===== config.mk =====
export PLATFORM = sky130hd
export DESIGN_NAME = fifo_level
export DESIGN_NICKNAME = d
export VERILOG_FILES = /design/src/rtl/fifo_pkg.sv /design/src/rtl/fifo_ptr.sv /design/src/rtl/fifo_level.sv
export SDC_FILE = /design/constraint.sdc
export NUM_CORES = 1
export LEC_CHECK = 0
export CORE_MARGIN = 3
export CORE_UTILIZATION = 40
export CTS_CLUSTER_SIZE = 24
export DETAILED_ROUTE_END_ITERATION = 12
export SLEW_MARGIN = 20
export SYNTH_ARGS = -nofsm -noshare
export SYNTH_HDL_FRONTEND = slang
export SYNTH_HIERARCHICAL = 1
export SYNTH_SLANG_ARGS = --single-unit

===== constraint.sdc =====
create_clock -name clk -period 3.2 [get_ports clk]
set_clock_uncertainty 0.15 [all_clocks]
set_input_delay 0.8 -clock clk [delete_from_list [all_inputs] [get_ports clk]]
set_output_delay 0.8 -clock clk [all_outputs]
set_load 0.01 [all_outputs]

===== src/rtl/fifo_pkg.sv =====
// Shared constants and width helpers for the fifo_level buffer and its pointer sub-block.
package fifo_pkg;

  localparam int FIFO_MODE_STD  = 0;
  localparam int FIFO_MODE_FWFT = 1;

  // Pointer must index DEPTH entries; keep at least one bit for degenerate sizes.
  function automatic int ptr_width(input int depth);
    return (depth > 1) ? $clog2(depth) : 1;
  endfunction

  // Count must represent 0..DEPTH inclusive.
  function automatic int cnt_width(input int depth);
    return $clog2(depth + 1);
  endfunction

endpackage


===== src/rtl/fifo_ptr.sv =====
// Wrapping circular-buffer pointer: advances on en, wraps DEPTH-1 -> 0 for any DEPTH.
module fifo_ptr
  import fifo_pkg::*;
#(
  parameter int DEPTH = 32,
  parameter int PTR_W = ptr_width(DEPTH)
) (
  input  logic             clk,
  input  logic             rst,
  input  logic             en,
  output logic [PTR_W-1:0] ptr
);

  localparam logic [PTR_W-1:0] LAST = PTR_W'(DEPTH - 1);

  // Explicit wrap so non-power-of-two depths never index past the last entry.
  always_ff @(posedge clk or posedge rst) begin
    if (rst) begin
      ptr <= '0;
    end else if (en) begin
      ptr <= (ptr == LAST) ? '0 : ptr + 1'b1;
    end
  end

endmodule


===== src/rtl/fifo_level.sv =====
// Single-clock FIFO with any depth, standard or first-word-fall-through reads,
// occupancy count, programmable almost flags and registered overflow/underflow pulses.
module fifo_level
  import fifo_pkg::*;
#(
  parameter int WIDTH         = 8,
  parameter int DEPTH         = 32,
  parameter int FWFT          = FIFO_MODE_STD,
  parameter int AFULL_THRESH  = DEPTH - 2,
  parameter int AEMPTY_THRESH = 1,
  parameter int PTR_W         = ptr_width(DEPTH),
  parameter int CNT_W         = cnt_width(DEPTH)
) (
  input  logic             clk,
  input  logic             rst,
  input  logic             wr_en,
  input  logic [WIDTH-1:0] din,
  output logic             full,
  output logic             almost_full,
  input  logic             rd_en,
  output logic [WIDTH-1:0] dout,
  output logic             empty,
  output logic             almost_empty,
  output logic [CNT_W-1:0] count,
  output logic             overflow,
  output logic             underflow
);

  // Handshake: a request is taken only when the registered flag allows it
  // (wr_en & !full, rd_en & !empty); a refused request leaves data state
  // untouched and raises a one-cycle error pulse on the following cycle.
  logic             wr_acc;
  logic             rd_acc;
  logic [PTR_W-1:0] wr_ptr;
  logic [PTR_W-1:0] rd_ptr;
  logic [WIDTH-1:0] mem [DEPTH];

  assign full         = (count == CNT_W'(DEPTH));
  assign empty        = (count == '0);
  assign almost_full  = (count >= CNT_W'(AFULL_THRESH));
  assign almost_empty = (count <= CNT_W'(AEMPTY_THRESH));

  assign wr_acc = wr_en & ~full;
  assign rd_acc = rd_en & ~empty;

  fifo_ptr #(.DEPTH(DEPTH), .PTR_W(PTR_W)) u_wr_ptr (
    .clk (clk),
    .rst (rst),
    .en  (wr_acc),
    .ptr (wr_ptr)
  );

  fifo_ptr #(.DEPTH(DEPTH), .PTR_W(PTR_W)) u_rd_ptr (
    .clk (clk),
    .rst (rst),
    .en  (rd_acc),
    .ptr (rd_ptr)
  );

  // Storage is deliberately not reset.
  always_ff @(posedge clk) begin
    if (wr_acc) begin
      mem[wr_ptr] <= din;
    end
  end

  always_ff @(posedge clk or posedge rst) begin
    if (rst) begin
      count <= '0;
    end else begin
      case ({wr_acc, rd_acc})
        2'b10:   count <= count + 1'b1;
        2'b01:   count <= count - 1'b1;
        default: count <= count;
      endcase
    end
  end

  always_ff @(posedge clk or posedge rst) begin
    if (rst) begin
      overflow  <= 1'b0;
      underflow <= 1'b0;
    end else begin
      overflow  <= wr_en & full;
      underflow <= rd_en & empty;
    end
  end

  generate
    if (FWFT == FIFO_MODE_FWFT) begin : g_fwft
      // Head word is visible as soon as count leaves zero; meaningless while empty.
      assign dout = mem[rd_ptr];
    end else begin : g_std
      logic [WIDTH-1:0] dout_q;
      always_ff @(posedge clk or posedge rst) begin
        if (rst) begin
          dout_q <= '0;
        end else if (rd_acc) begin
          dout_q <= mem[rd_ptr];
        end
      end
      assign dout = dout_q;
    end
  endgenerate

endmodule


==> impl_metrics.json <==
{
  "outcome": "finished clean",
  "die_y_um": 175,
  "root_buffer": "clkbuf_16",
  "max-cap-violations": 0,
  "synth_top_cell_by_area": "edfxtp_1",
  "syn_inst": 614,
  "yosysMostFrequentCell": "edfxtp_1",
  "grt_antenna_before_repair": 0,
  "synth_warnings": 6,
  "fmax_ghz": 0.324,
  "start_kind": "register",
  "leakage_nw": 4.57,
  "cts_sinks": 282,
  "drtAntennaViolNets": 0,
  "hold_end": "count[5]",
  "initial_utilization_pct": 40.9,
  "ys.flop_type": "edfxtp_1",
  "core_region_area_sq_um": 27900,
  "grt.overflow.total": 0,
  "grt_pass1_wl_um": 38700,
  "r2r.worst_path.cells": 6,
  "synth_edf_count": 256,
  "syn-num-nets": 636,
  "drtPass1Iterations": 5,
  "slew_violations": 0,
  "hold_viol": 0,
  "first_iter_violations": 657,
  "clk_latency_ns": 0.54,
  "synth_area_leaders": "edfxtp_1, mux4_2, dfrtp_1, mux2i_1, mux4_1",
  "power_density_nw_per_um2": 817,
  "wirelength_um": 25300,
  "critPathSlowestCell": "clkdlybuf4s50_1",
  "setup_viol": 0,
  "fin_nets": 733,
  "clk_pin_slew_ns": 0.06,
  "fill_cells": 2352,
  "fin_cells": 1111,
  "holdWs_ns": 0.410,
  "synth_area_sq_um": 11400,
  "drc": 0,
  "min-delay-path-class": "reg -> reg",
  "vias_per_cell": 5.32,
  "wl_per_cell_um": 22.7,
  "die_x_um": 175,
  "reg2reg_to": "dout[1]",
  "synthTopCellsByCount": "edfxtp_1, nor2_1, mux4_2",
  "synth_top_area_share_pct": 67.3,
  "cp_max_fo": 5,
  "dr_total_vias": 5909,
  "ys_async_sr_fraction_pct": 9.22,
  "fin_crit_sh_pct": 96.5,
  "grt_max_degree": 45,
  "critical_path_buf_inv_count": 3,
  "cp-end-kind": "output port",
  "path_class": "reg -> out",
  "max_slew_margin_pct": 51.5,
  "area_growth_syn_to_layout_pct": 17.4,
  "min_from": "count[5]",
  "clk_path_buf_depth": 3,
  "htree_levels": 1,
  "cts_tree": "done",
  "dp_cells": 1055,
  "die_area_sq_um": 30600,
  "drive_gt1_share_pct": 24.4,
  "peakVddDrop_mv": 0.433,
  "seq_area_frac_synth_pct": 73.0,
  "worstHoldPathCells": 1,
  "hold_buffers": 0,
  "worstPathRequired_ns": 2.25,
  "ios": 32,
  "arrival_ns": 2.14,
  "worstMarginPinSlew_ns": 0.728,
  "crit_family": "buffers and inverters",
  "num_rows": 61,
  "cp_num_cells": 6,
  "gp_congestion": 0.861,
  "cp-startpoint": "count[1]",
  "period_minus_slack_ns": 3.09,
  "num_antenna_cells": 0,
  "synth_cell_types": 53,
  "cpPeakStageDelay_ns": 0.53,
  "cp_cell_sequence": "inv_2, ha_1, nor4b_4, nand2_1, inv_1, clkdlybuf4s50_1",
  "grt_pass1_vias": 6153,
  "postSynthAreaPerCell_sq_um": 18.6,
  "port_buffers": 31,
  "reg2reg_from": "u_rd_ptr/ptr[0]",
  "globalRouteTotalUtil_pct": 16.6,
  "numCtsBuffers": 28,
  "hpwl_um": 16100,
  "yosys_register_bits": 282,
  "r2r_slack_ns": 0.39
}
## final cells by class
cell class / instances / area, sq um / area share [%]
sequential: 282 / 8350 / 62.2
tap: 378 / 473 / 3.52
multi-input combinational: 292 / 2870 / 21.4
clock buffer: 36 / 752 / 5.60
timing repair buffer: 97 / 817 / 6.09
inverter: 10 / 37.5 / 0.280
clock inverter: 16 / 129 / 0.960
## worst register-to-register path, stage by stage (launching register included)
cell	delay, ns
dfrtp_4	0.83
buf_4	0.43
mux4_2	0.52
mux2i_1	0.33
mux2i_1	0.15
a21oi_1	0.19
a21oi_1	0.09
## per-stage QoR
| stage | instance area [sq um] | power, mW | util, % | TNS [ns] | setup WS [ns] |
|---|---|---|---|---|---|
| after floorplan | 11400 | 6.72 | - | 0 | 0.520 |
| after global placement | 12500 | 7.77 | 44.7 | 0 | 0.370 |
| after detailed placement | 12500 | 7.84 | 44.7 | 0 | 0.375 |
| after CTS | 13400 | 11.0 | 47.9 | 0 | 0.0178 |
| after global routing | 13400 | 11.5 | 48.0 | -0.0148 | -0.0148 |
| final | 13400 | 11.0 | 48.0 | 0 | 0.111 |
## metal layers
metal | up-vias | track usage (%) | part of all wire, %
met5 | - | 0 | 0
met4 | 0 | 5.09 | 2.7
met3 | 44 | 2.00 | 4.2
met2 | 153 | 27.0 | 49
met1 | 3054 | 23.6 | 44
li1 | 2658 | - | -
## what timing repair did
action                     in CTS  in global routing
buffers inserted                0                  4
resized for setup               4                  2
setup endpoints to repair       2                  1
## state kept, by name, indices dropped and copies added, names as in the netlist
| name | cells |
|---|---|
| u_rd_ptr/ptr | 5 |
| u_wr_ptr/ptr | 5 |
| overflow | 1 |
| mem | 256 |
| underflow | 1 |
| dout | 8 |
| count | 6 |
## power breakdown
part | internal, mW | switching [mW] | total, mW
clock | 1.82 | 1.33 | 3.15
sequential | 4.35 | 0.456 | 4.81
combinational | 1.45 | 1.56 | 3.01
## cells in the final DEF (no fill, tap or decap), types with 6 or more instances in the layout
master | Yosys | layout
a211oi_1 | 8 | 8
a21oi_1 | 7 | 7
a22o_1 | 6 | 6
a22oi_1 | 10 | 10
buf_4 | 3 | 65
clkbuf_1 | 6 | 7
clkbuf_16 | 0 | 29
clkdlybuf4s50_1 | 0 | 30
clkinv_2 | 0 | 7
dfrtp_1 | 26 | 22
edfxtp_1 | 256 | 256
ha_1 | 10 | 10
inv_1 | 9 | 7
mux2_2 | 12 | 12
mux2i_1 | 21 | 21
mux4_1 | 8 | 8
mux4_2 | 44 | 44
nand2_1 | 27 | 27
nor2_1 | 51 | 51
nor2b_1 | 6 | 6
nor3_1 | 6 | 6
o21ai_0 | 7 | 7
## kinds of logic after synthesis
family / after synthesis / share of synthesized area [%]
AO/OA/AOI/OAI: 63 / 4.08
XOR/XNOR: 6 / 0.460
adder cells (fa/ha/maj): 10 / 1.09
buffers and inverters: 40 / 2.03
flip-flops: 282 / 73.0
multiplexers: 90 / 14.0
AND/OR/NAND/NOR: 123 / 5.34
## worst max-delay path by stage
stage,to,slack (ns)
2_1_floorplan,count[5],0.52
3_3_place_gp,mem[4][1],0.37
3_5_place_dp,count[5],0.38
4_1_cts,full,0.02
5_1_grt,full,-0.01
6_report,full,0.11
Power figures use the tool's default switching activity.
